**src/rtl/reg_trace_capture.sv**
```systemverilog
// Purpose : watches NUM_CH register taps, timestamps each value change and queues it for readout.
// Latency : tap change sampled at edge N is at the FIFO head after edge N+1 (empty FIFO, no contention).
// Backpres: o_out_valid/i_out_ready; FIFO full holds changes in per-channel slots, overwrites counted.
//
// Ports:
//   i_clk, i_reset      clock, synchronous active-high reset
//   i_tap_in            packed taps, channel k = i_tap_in[k*WIDTH +: WIDTH]
//   i_capture_en        1 = detect changes; 0 = taps ignored and previous values frozen
//   o_out_valid/i_out_ready  first-word-fall-through head handshake
//   o_out_ch/o_out_data/o_out_stamp  head entry (holds last popped entry when empty)
//   o_fifo_count        FIFO occupancy
//   o_overflow_cnt      saturating count of slot overwrites (lost events)
//   o_fib_err           sticky Fibonacci recurrence violation on channel-0 writes
module reg_trace_capture #(
  parameter int NUM_CH    = 4,
  parameter int WIDTH     = 32,
  parameter int DEPTH     = 16,
  parameter int STAMP_W   = 20,
  parameter int FIB_CHECK = 1,
  localparam int CW = (NUM_CH > 1) ? $clog2(NUM_CH) : 1,
  localparam int AW = $clog2(DEPTH)
) (
  input  logic                    i_clk,
  input  logic                    i_reset,
  input  logic [NUM_CH*WIDTH-1:0] i_tap_in,
  input  logic                    i_capture_en,
  output logic                    o_out_valid,
  input  logic                    i_out_ready,
  output logic [CW-1:0]           o_out_ch,
  output logic [WIDTH-1:0]        o_out_data,
  output logic [STAMP_W-1:0]      o_out_stamp,
  output logic [AW:0]             o_fifo_count,
  output logic [15:0]             o_overflow_cnt,
  output logic                    o_fib_err
);

  typedef struct packed {
    logic [CW-1:0]      ch;
    logic [WIDTH-1:0]   data;
    logic [STAMP_W-1:0] stamp;
  } entry_t;

  localparam logic [AW:0] L_DEPTH = (AW+1)'(DEPTH);

  // Change detection and per-channel pending slots
  logic [WIDTH-1:0]   r_prev   [NUM_CH];
  logic [WIDTH-1:0]   r_sdata  [NUM_CH];
  logic [STAMP_W-1:0] r_sstamp [NUM_CH];
  logic [NUM_CH-1:0]  r_pend;
  logic [CW-1:0]      r_ptr;
  logic [STAMP_W-1:0] r_stamp;
  logic [15:0]        r_ovf;

  // FIFO state
  entry_t             r_mem [DEPTH];
  logic [AW-1:0]      r_wr;
  logic [AW-1:0]      r_rd;
  logic [AW:0]        r_cnt;
  entry_t             r_last;

  // Fibonacci history
  logic [WIDTH-1:0]   r_fa;
  logic [WIDTH-1:0]   r_fb;
  logic [1:0]         r_fcnt;
  logic               r_ferr;

  logic [WIDTH-1:0]   w_tap [NUM_CH];
  logic [NUM_CH-1:0]  w_chg;
  logic               w_gnt_vld;
  logic [CW-1:0]      w_gnt_idx;
  logic [3:0]         w_ovf_add;
  logic [16:0]        w_ovf_sum;
  logic               w_push;
  logic               w_pop;
  entry_t             w_push_e;
  entry_t             w_head;
  logic [WIDTH-1:0]   w_fsum;

  function automatic logic [CW-1:0] rr_idx(input logic [CW-1:0] p, input int i);
    int j;
    j = int'(p) + i;
    if (j >= NUM_CH) j = j - NUM_CH;
    return CW'(j);
  endfunction

  always_comb begin
    for (int k = 0; k < NUM_CH; k++) begin
      w_tap[k] = i_tap_in[k*WIDTH +: WIDTH];
      w_chg[k] = i_capture_en && (w_tap[k] != r_prev[k]);
    end
  end

  // Round-robin grant, starting at r_ptr. Fullness is judged on the pre-pop count.
  always_comb begin
    w_gnt_vld = 1'b0;
    w_gnt_idx = '0;
    if (r_cnt < L_DEPTH) begin
      for (int i = 0; i < NUM_CH; i++) begin
        if (!w_gnt_vld && r_pend[rr_idx(r_ptr, i)]) begin
          w_gnt_vld = 1'b1;
          w_gnt_idx = rr_idx(r_ptr, i);
        end
      end
    end
  end

  // A change on a pending slot that is not being drained this cycle loses the old value.
  always_comb begin
    w_ovf_add = '0;
    for (int k = 0; k < NUM_CH; k++) begin
      if (w_chg[k] && r_pend[k] && !(w_gnt_vld && (w_gnt_idx == CW'(k))))
        w_ovf_add = w_ovf_add + 4'd1;
    end
    w_ovf_sum = {1'b0, r_ovf} + {13'd0, w_ovf_add};
  end

  assign w_push         = w_gnt_vld;
  assign w_push_e.ch    = w_gnt_idx;
  assign w_push_e.data  = r_sdata[w_gnt_idx];
  assign w_push_e.stamp = r_sstamp[w_gnt_idx];
  assign w_pop          = (r_cnt != '0) && i_out_ready;
  assign w_head         = (r_cnt != '0) ? r_mem[r_rd] : r_last;
  assign w_fsum         = r_fa + r_fb;

  always_ff @(posedge i_clk) begin
    if (i_reset) begin
      r_pend  <= '0;
      r_ptr   <= '0;
      r_stamp <= '0;
      r_ovf   <= '0;
      for (int k = 0; k < NUM_CH; k++) begin
        r_prev[k]   <= '0;
        r_sdata[k]  <= '0;
        r_sstamp[k] <= '0;
      end
    end else begin
      r_stamp <= r_stamp + STAMP_W'(1);
      r_ovf   <= w_ovf_sum[16] ? 16'hFFFF : w_ovf_sum[15:0];
      if (w_gnt_vld)
        r_ptr <= (w_gnt_idx == CW'(NUM_CH-1)) ? '0 : w_gnt_idx + CW'(1);
      for (int k = 0; k < NUM_CH; k++) begin
        if (i_capture_en) r_prev[k] <= w_tap[k];
        // A new change reloads the slot even when it is granted this cycle.
        if (w_chg[k]) begin
          r_pend[k]   <= 1'b1;
          r_sdata[k]  <= w_tap[k];
          r_sstamp[k] <= r_stamp;
        end else if (w_gnt_vld && (w_gnt_idx == CW'(k))) begin
          r_pend[k] <= 1'b0;
        end
      end
    end
  end

  always_ff @(posedge i_clk) begin
    if (w_push) r_mem[r_wr] <= w_push_e;
  end

  always_ff @(posedge i_clk) begin
    if (i_reset) begin
      r_wr   <= '0;
      r_rd   <= '0;
      r_cnt  <= '0;
      r_last <= '0;
    end else begin
      if (w_push) r_wr <= r_wr + AW'(1);
      if (w_pop) begin
        r_rd   <= r_rd + AW'(1);
        r_last <= r_mem[r_rd];
      end
      if (w_push && !w_pop)      r_cnt <= r_cnt + (AW+1)'(1);
      else if (!w_push && w_pop) r_cnt <= r_cnt - (AW+1)'(1);
    end
  end

  // Recurrence check runs on channel-0 FIFO writes; the first two writes only seed history.
  always_ff @(posedge i_clk) begin
    if (i_reset) begin
      r_fa   <= '0;
      r_fb   <= '0;
      r_fcnt <= '0;
      r_ferr <= 1'b0;
    end else if ((FIB_CHECK != 0) && w_push && (w_gnt_idx == '0)) begin
      if ((r_fcnt == 2'd2) && (w_push_e.data != w_fsum)) r_ferr <= 1'b1;
      r_fa <= r_fb;
      r_fb <= w_push_e.data;
      if (r_fcnt != 2'd2) r_fcnt <= r_fcnt + 2'd1;
    end
  end

  assign o_out_valid    = (r_cnt != '0);
  assign o_out_ch       = w_head.ch;
  assign o_out_data     = w_head.data;
  assign o_out_stamp    = w_head.stamp;
  assign o_fifo_count   = r_cnt;
  assign o_overflow_cnt = r_ovf;
  assign o_fib_err      = r_ferr;

endmodule

```
**config.mk**
```make
export PLATFORM = sky130hd
export DESIGN_NAME = reg_trace_capture
export DESIGN_NICKNAME = d
export VERILOG_FILES = /design/src/rtl/reg_trace_capture.sv
export SDC_FILE = /design/constraint.sdc
export NUM_CORES = 2
export LEC_CHECK = 0
export ABC_AREA = 1
export ABC_CLOCK_PERIOD_IN_PS = 8900
export CORE_MARGIN = 2
export CORE_UTILIZATION = 38
export CTS_BUF_LIST = sky130_fd_sc_hd__clkbuf_16
export CTS_CLUSTER_SIZE = 24
export DETAILED_ROUTE_END_ITERATION = 10
export GPL_ROUTABILITY_DRIVEN = 0
export REMOVE_ABC_BUFFERS = 1
export SLEW_MARGIN = 20
export SYNTH_ARGS = -nofsm -noshare
export SYNTH_HDL_FRONTEND = slang
export SYNTH_SLANG_ARGS = --single-unit
```
**constraint.sdc**
```tcl
create_clock -name i_clk -period 8.9 [get_ports i_clk]
set_input_delay 2.225 -clock i_clk [delete_from_list [all_inputs] [get_ports i_clk]]
set_output_delay 2.225 -clock i_clk [all_outputs]
set_load 0.02 [all_outputs]
```
After elaboration in Yosys (flattened, before gate mapping)
Memories as Yosys holds them, arrays and structs flattened. A register that Yosys moved wholly into a read port is not among the register bits.
Cells that the tools add are included.
W data, S select, Z words.
{"block": "op_classes", "eq_ne": 10, "reduce_logical": 41, "bitwise_logic": 12, "mux": 79, "n_div": 0, "order_cmp": 9, "shifts": 0, "addsub": 19, "multipliers": 0}
{"cell": "$mux W32", "n": 8}
{"cell": "$ne A32 B32 Y1", "n": 5}
{"cell": "$mux W20", "n": 4}
{"cell": "$mux W54", "n": 1}
{"cell": "$mux W1", "n": 40}
{"cell": "$add A32 B32 Y32", "n": 1}
{"cell": "$mux W2", "n": 14}
{"cell": "$logic_and A1 B1 Y1", "n": 23}
{"cell": "$add A20 B1 Y20 const B", "n": 1}
{"cell": "$add A4 B1 Y4 const B", "n": 5}
{"cell": "$mux W4", "n": 5}
{"cell": "$add A16 B4 Y17", "n": 1}
{"cell": "$mux W16", "n": 1}
{"cell": "$lt A2 B3 Y1 const B", "n": 4}
{"cell": "$or A1 B1 Y1", "n": 12}
{"cell": "$mux W5", "n": 2}
{"cell": "$reduce_bool A2 Y1", "n": 5}
{"cell": "$ge A3 B3 Y1 const B", "n": 3}
{"cell": "$logic_not A1 Y1", "n": 9}
{"cell": "$bmux W1 S2", "n": 4}
{"cell": "$sub A2 B1 Y2 const B", "n": 4}
{"cell": "$add A2 B2 Y3 const B", "n": 2}
{"cell": "$eq A2 B2 Y1 const B", "n": 3}
{"cell": "$add A5 B1 Y5 const B", "n": 1}
{"cell": "other kinds (10)", "n": 12}
{"block": "totals", "in_bits": 132, "out_inout_bits": 77, "memories": 4, "romBits": 0, "register_bits": 176, "ram_bits": 1200, "latchBits": 0}
{"name": "r_mem", "words": 16, "word_bits": 54, "read_ports": 1, "rd_ports_with_merged_regs": 1, "wr": 1, "line_no": "55", "rtl": "entry_t r_mem [DEPTH];"}
{"name": "r_prev", "words": 4, "word_bits": 32, "read_ports": 4, "rd_ports_with_merged_regs": 0, "wr": 4, "line_no": "46", "rtl": "logic [WIDTH-1:0] r_prev [NUM_CH];"}
{"name": "r_sdata", "words": 4, "word_bits": 32, "read_ports": 1, "rd_ports_with_merged_regs": 0, "wr": 4, "line_no": "47", "rtl": "logic [WIDTH-1:0] r_sdata [NUM_CH];"}
{"name": "r_sstamp", "words": 4, "word_bits": 20, "read_ports": 1, "rd_ports_with_merged_regs": 0, "wr": 4, "line_no": "48", "rtl": "logic [STAMP_W-1:0] r_sstamp [NUM_CH];"}

Logic depth before layout (Yosys ltp)
{"block": "logic_depth", "depth_word": 32, "depth_mapped": 36, "depth_no_buf": 34}

Least setup slack after synthesis
Ideal clock, no wire load.
{"block": "synth_path", "path_kind": "input-to-reg", "start": "input port i_reset", "end": "memory r_prev[0][0], enable pin", "path_slack_ns": 2.666, "n_path_buf": 3, "arrival_time_ns": 5.120, "setup_ns": 1.114, "stages": 5, "required_ns": 7.786, "path_cell_list": "clkbuf_1 inv_2 clkbuf_1 clkbuf_1 nand2_1"}
{"element": "start, declared", "line_no": "24", "rtl": "input logic i_reset,"}
{"element": "end, declared", "line_no": "46"}

Worst setup path in the final report
{"block": "layout_path", "start": "input port i_tap_in[36]", "end": "register r_ovf[15] (netlist: o_overflow_cnt[15])"}
{"block": "layout_via", "elab_chain_cells": 11}
{"element": "start, declared", "line_no": "25", "rtl": "input logic [NUM_CH*WIDTH-1:0] i_tap_in,"}
{"element": "$ne A32 B32 Y1 *", "line_no": "89", "rtl": "w_chg[k] = i_capture_en && (w_tap[k] != r_prev[k]);"}
{"element": "$logic_and A1 B1 Y1 *", "line_no": "89"}
{"element": "$logic_and A1 B1 Y1 * (2 in series)", "line_no": "111", "rtl": "if (w_chg[k] && r_pend[k] && !(w_gnt_vld && (w_gnt_idx == CW'(k))))"}
{"element": "$mux W4 *", "line_no": "111"}
{"element": "$add A4 B1 Y4", "line_no": "112", "rtl": "w_ovf_add = w_ovf_add + 4'd1;"}
{"element": "$mux W4 *", "line_no": "111"}
{"element": "$add A4 B1 Y4", "line_no": "112"}
{"element": "$mux W4 *", "line_no": "111"}
{"element": "$add A16 B4 Y17 *", "line_no": "114", "rtl": "w_ovf_sum = {1'b0, r_ovf} + {13'd0, w_ovf_add};"}
{"element": "$mux W16 *", "line_no": "138", "rtl": "r_ovf <= w_ovf_sum[16] ? 16'hFFFF : w_ovf_sum[15:0];"}
{"element": "end signal, assigned", "line_no": "138"}
{"element": "end, declared", "line_no": "52", "rtl": "logic [15:0] r_ovf;"}
Every way passes the cells marked *; elsewhere a longest branch is shown, timed or not.
A chain may end at the register's enable or synchronous reset.

==> impl_summary.txt <==
----------------------------------------------------
[Drt]
  Via-to-Cell Ratio ... 5.148
  Post-Route WL ... 162,300 um
  Total via count in the routed design ... 40,364
  Wire length per cell after detailed routing ... a little over 20 um
  Detailed router's first-iteration violation count ... 3,458
  First drt pass iteration count ... 5
  Number of remaining DRC errors ... 0
  Antenna viol nets, final ... 0

[Finish]
  Count of placed standard cells in the final layout, fillers left out ... 7,841
  Layout overhead on the synthesized area ... 14.45%
  Share of layout cells above drive strength 1 ... 7.271%
  Share of the core filled with cells in the final layout ... 43.91%
  Most used cells in the layout excluding fill and tap cells ... edfxtp_1 (1,200), inv_1 (785), nand2_1 (559), nor2_1 (515), o21ai_0 (488)
  Most common library cell in the layout ignoring fill and taps ... edfxtp_1
  Total number of nets in the final design ... 5,839

[Timing]
  Final Critical Period ... 6.788 ns
  Slew at the pin closest to its max-slew limit ... 1.166 ns
  Setup repair after global routing missed its margin ... false
  Pins over their slew limit ... 0
  Fmax ... about 150 MHz
  Post-layout worst setup margin ... 2.112 ns
  Relative slew margins ... 22.29%
  Clock Skew ... 0.02199 ns
  Finish-stage setup viols ... 0
  Fin. Hold Viols ... 0
  Worst hold slack after final layout ... about 0.45 ns
  Final worst-path cycle share ... 76.27%

[Logic synthesis]
  Number of flops mapped to enable cells by yosys ... about 1,200
  Most instantiated flip-flop cell in the synthesis netlist ... edfxtp_1
  Unique masters post-synth ... 50
  Mean cell area of the mapped netlist ... 11.08 um2
  Register bit count reported by yosys ... 1,380
  Main combinational cell family by area after synthesis ... simple AND/OR/NAND/NOR gates
  Simple-gate portion of the synthesized area ... between 10% and 20%
  Synthesized cell area ... 60,900 um2
  Fraction of registers with async set/reset ... 0%
  Post-synthesis share of cell area spent on full adders, half adders and majority gates ... 1.188%
  Cells after Synth ... around 5,500
  Sequential area share after synthesis ... between 60% and 70%
  Share of the synthesized area in compound gates (AO/OA/AOI/OAI) ... 10.70%
  Xor/xnor share of the synthesized area ... under 10%
  Mux cell area share after synthesis ... 3.550%
  Synth warn ... 0

[Placed design]
  Detailed placement HPWL ... 97,730 um
  Worst setup slack before clock tree synthesis ... around 1.3 ns
  Number of placed instances, taps included ... 7,577
  Port Buffers ... roughly 210

[Global routing]
  Number of global-route vias before repair ... just under 40,000
  Maximum number of pins on one net before global-route repair ... approximately 200
  Antenna violations before repair ... 25
  First-pass GRT wire length ... 243,500 um
  Met3 track demand over resource in global routing ... between 3 and 4%
  Top Usage Layer GRT ... met2
  Total routing usage reported by global routing ... 19.66%
  Met1 Use GR ... 26.16%
  Global Route met2 Usage ... 32.70%
  Grt ovf ... 0

[Die]
  Core Region ... 158,700 um2
  Number of ports placed on the die boundary ... roughly 210
  Starting Density ... about two fifths
  Die X-Extent ... 404.3 um
  Rows ... 146
  Die ar. ... between 150,000 and 200,000 um2
  Height of the chip ... between 400 and 500 um

[CTS]
  Maximum level of the CTS H-tree ... 4
  Clock input transition at the sequential cells of the worst setup and hold paths ... 0.06 ns
  Number of clock sinks ... roughly 1,400
  Number of buffers created by CTS ... roughly 140
  Clock tree from TritonCTS ... done
  Max Buffers Root-to-Sink ... 3
  Root buffer cell ... clkbuf_16
  Post-CTS Setup Bufs ... 0
  Hold-fix buffer count after cts ... 0
  Latest clock arrival within the worst-skew pair ... ~0.77 ns
  Number of instances resized during post-cts repair ... 0

[Setup path]
  Critical path capture point type ... flip-flop
  Master of the slowest instance on the critical path ... nor4_1
  Setup crit start kind ... input pin
  Critical-path maximum fanout ... 4
  Number of cells on the worst reg-to-reg path ... 32
  Biggest cell delay along the critical path ... 0.63 ns
  Worst endpoint data arrival time ... 7.45 ns
  Worst Setup Path Type ... in2reg
  Critical path required time ... 9.56 ns

[Worst hold path]
  Cells on Worst Hold Path ... 1
  Hold/Removal Path Class ... reg2reg

[Power]
  Power density over the cells ... 371.9 nW/um2
  Reported leakage power ... between 20 and 30 nW
  Worst supply voltage drop on vdd ... roughly 320 uV

[Run]
  Number of max-capacitance violations reported ... 0

[Status]
  Status ... complete, no violations

----------------------------------------------------
[critical path, delay by kind of cell]
kind	cells	cell delay, ns
compound gates	2	0.49
fa+ha+maj	3	0.78
buf+inv	5	0.77
xor+xnor	3	0.53
simple gates	13	2.65
[routing by layer]
layer	part of all wire [%]	wire length [um]	vias to the layer above
met2	47	77020	1106
li1	-	-	19257
met4	2.5	4124	42
met1	44	71660	19683
met3	5.7	9225	276
met5	0.18	288	-
[area by class of cell]
cell class | count | area (um2)
fill | 14620 | 89050
sequential | 1380 | 39650
multi-input combinational | 3067 | 17370
clock buffer | 145 | 3628
inverter | 763 | 2872
timing repair buffer | 295 | 2783
tap | 2072 | 2592
clock inverter | 113 | 783.3
antenna | 6 | 15.01
[logic make-up (layout without fill, tap and decap cells)]
kind of cell / count (synthesis) / after routing
AOI/OAI and AO/OA: 1158 / 1158
xor gates and xnor gates: 129 / 129
adders and majority gates: 56 / 56
buffers and inverters: 1049 / 1316
DFF: 1380 / 1380
muxes: 216 / 216
other: 1 / 7
and+or+nand+nor: 1507 / 1507
[synth_stat cells, types with 5 or more instances]
cell type	instances	area, um2
nand3_1	189	945.9
inv_2	15	56.30
buf_1	34	127.6
dfxtp_1	180	3603
buf_4	9	67.56
nor3_1	27	135.1
inv_1	748	2808
o21ai_0	488	2442
nand3b_1	55	412.9
nand3_2	27	270.3
a21oi_1	376	1882
nand2_2	34	212.7
nand4_1	19	118.9
buf_2	30	150.1
o22ai_1	20	125.1
nor4_1	29	181.4
xor2_1	70	613.1
edfxtp_1	1200	36030
ha_1	53	663.1
clkbuf_1	203	762.0
nand2_1	571	2143
or2_2	8	50.05
a21o_1	5	37.54
xnor2_1	58	508.0
mux2i_1	216	2162
nor2_1	531	1993
o211ai_1	222	1667
buf_6	9	101.4
o21bai_1	29	217.7
o21a_1	5	37.54
[report_power, final]
part	internal, W	total (W)	switching [W]
registers	0.00991	0.0102	0.000307
logic	0.00266	0.00999	0.00734
clock network	0.00318	0.00571	0.00253
total	0.0157	0.0259	0.0102
[final timing paths]
path	to	start	slack, ns
worst max-delay path	o_overflow_cnt[15]	i_tap_in[36]	2.11
worst min register to register	r_stamp[0]	r_stamp[0]	0.45
worst max register to register	o_overflow_cnt[15]	r_ptr[0]	2.69
worst min-delay path	r_stamp[0]	r_stamp[0]	0.45
[through the flow]
| step | cell area, um2 | setup TNS (ns) | total power, W |
|---|---|---|---|
| floorplan | 59670 | -787.97 | 0.01670 |
| global placement | 65260 | 0 | 0.02014 |
| detailed placement | 65260 | 0 | 0.02036 |
| CTS | 69670 | 0 | 0.02607 |
| global route | 69680 | 0 | 0.02740 |
| finish | 69700 | 0 | 0.02592 |
[sequential cells by signal (all words and copies together), names as in the netlist, 2 cells and up, named ones only]
name / count
r_mem: 864
r_prev: 128
r_sdata: 128
r_sstamp: 80
r_last: 54
r_fa: 32
r_fb: 32
r_stamp: 20
o_overflow_cnt: 16
o_fifo_count: 5
r_pend: 4
r_rd: 4
r_wr: 4
r_fcnt: 2
r_ptr: 2
(Power assumes the default switching activity.)
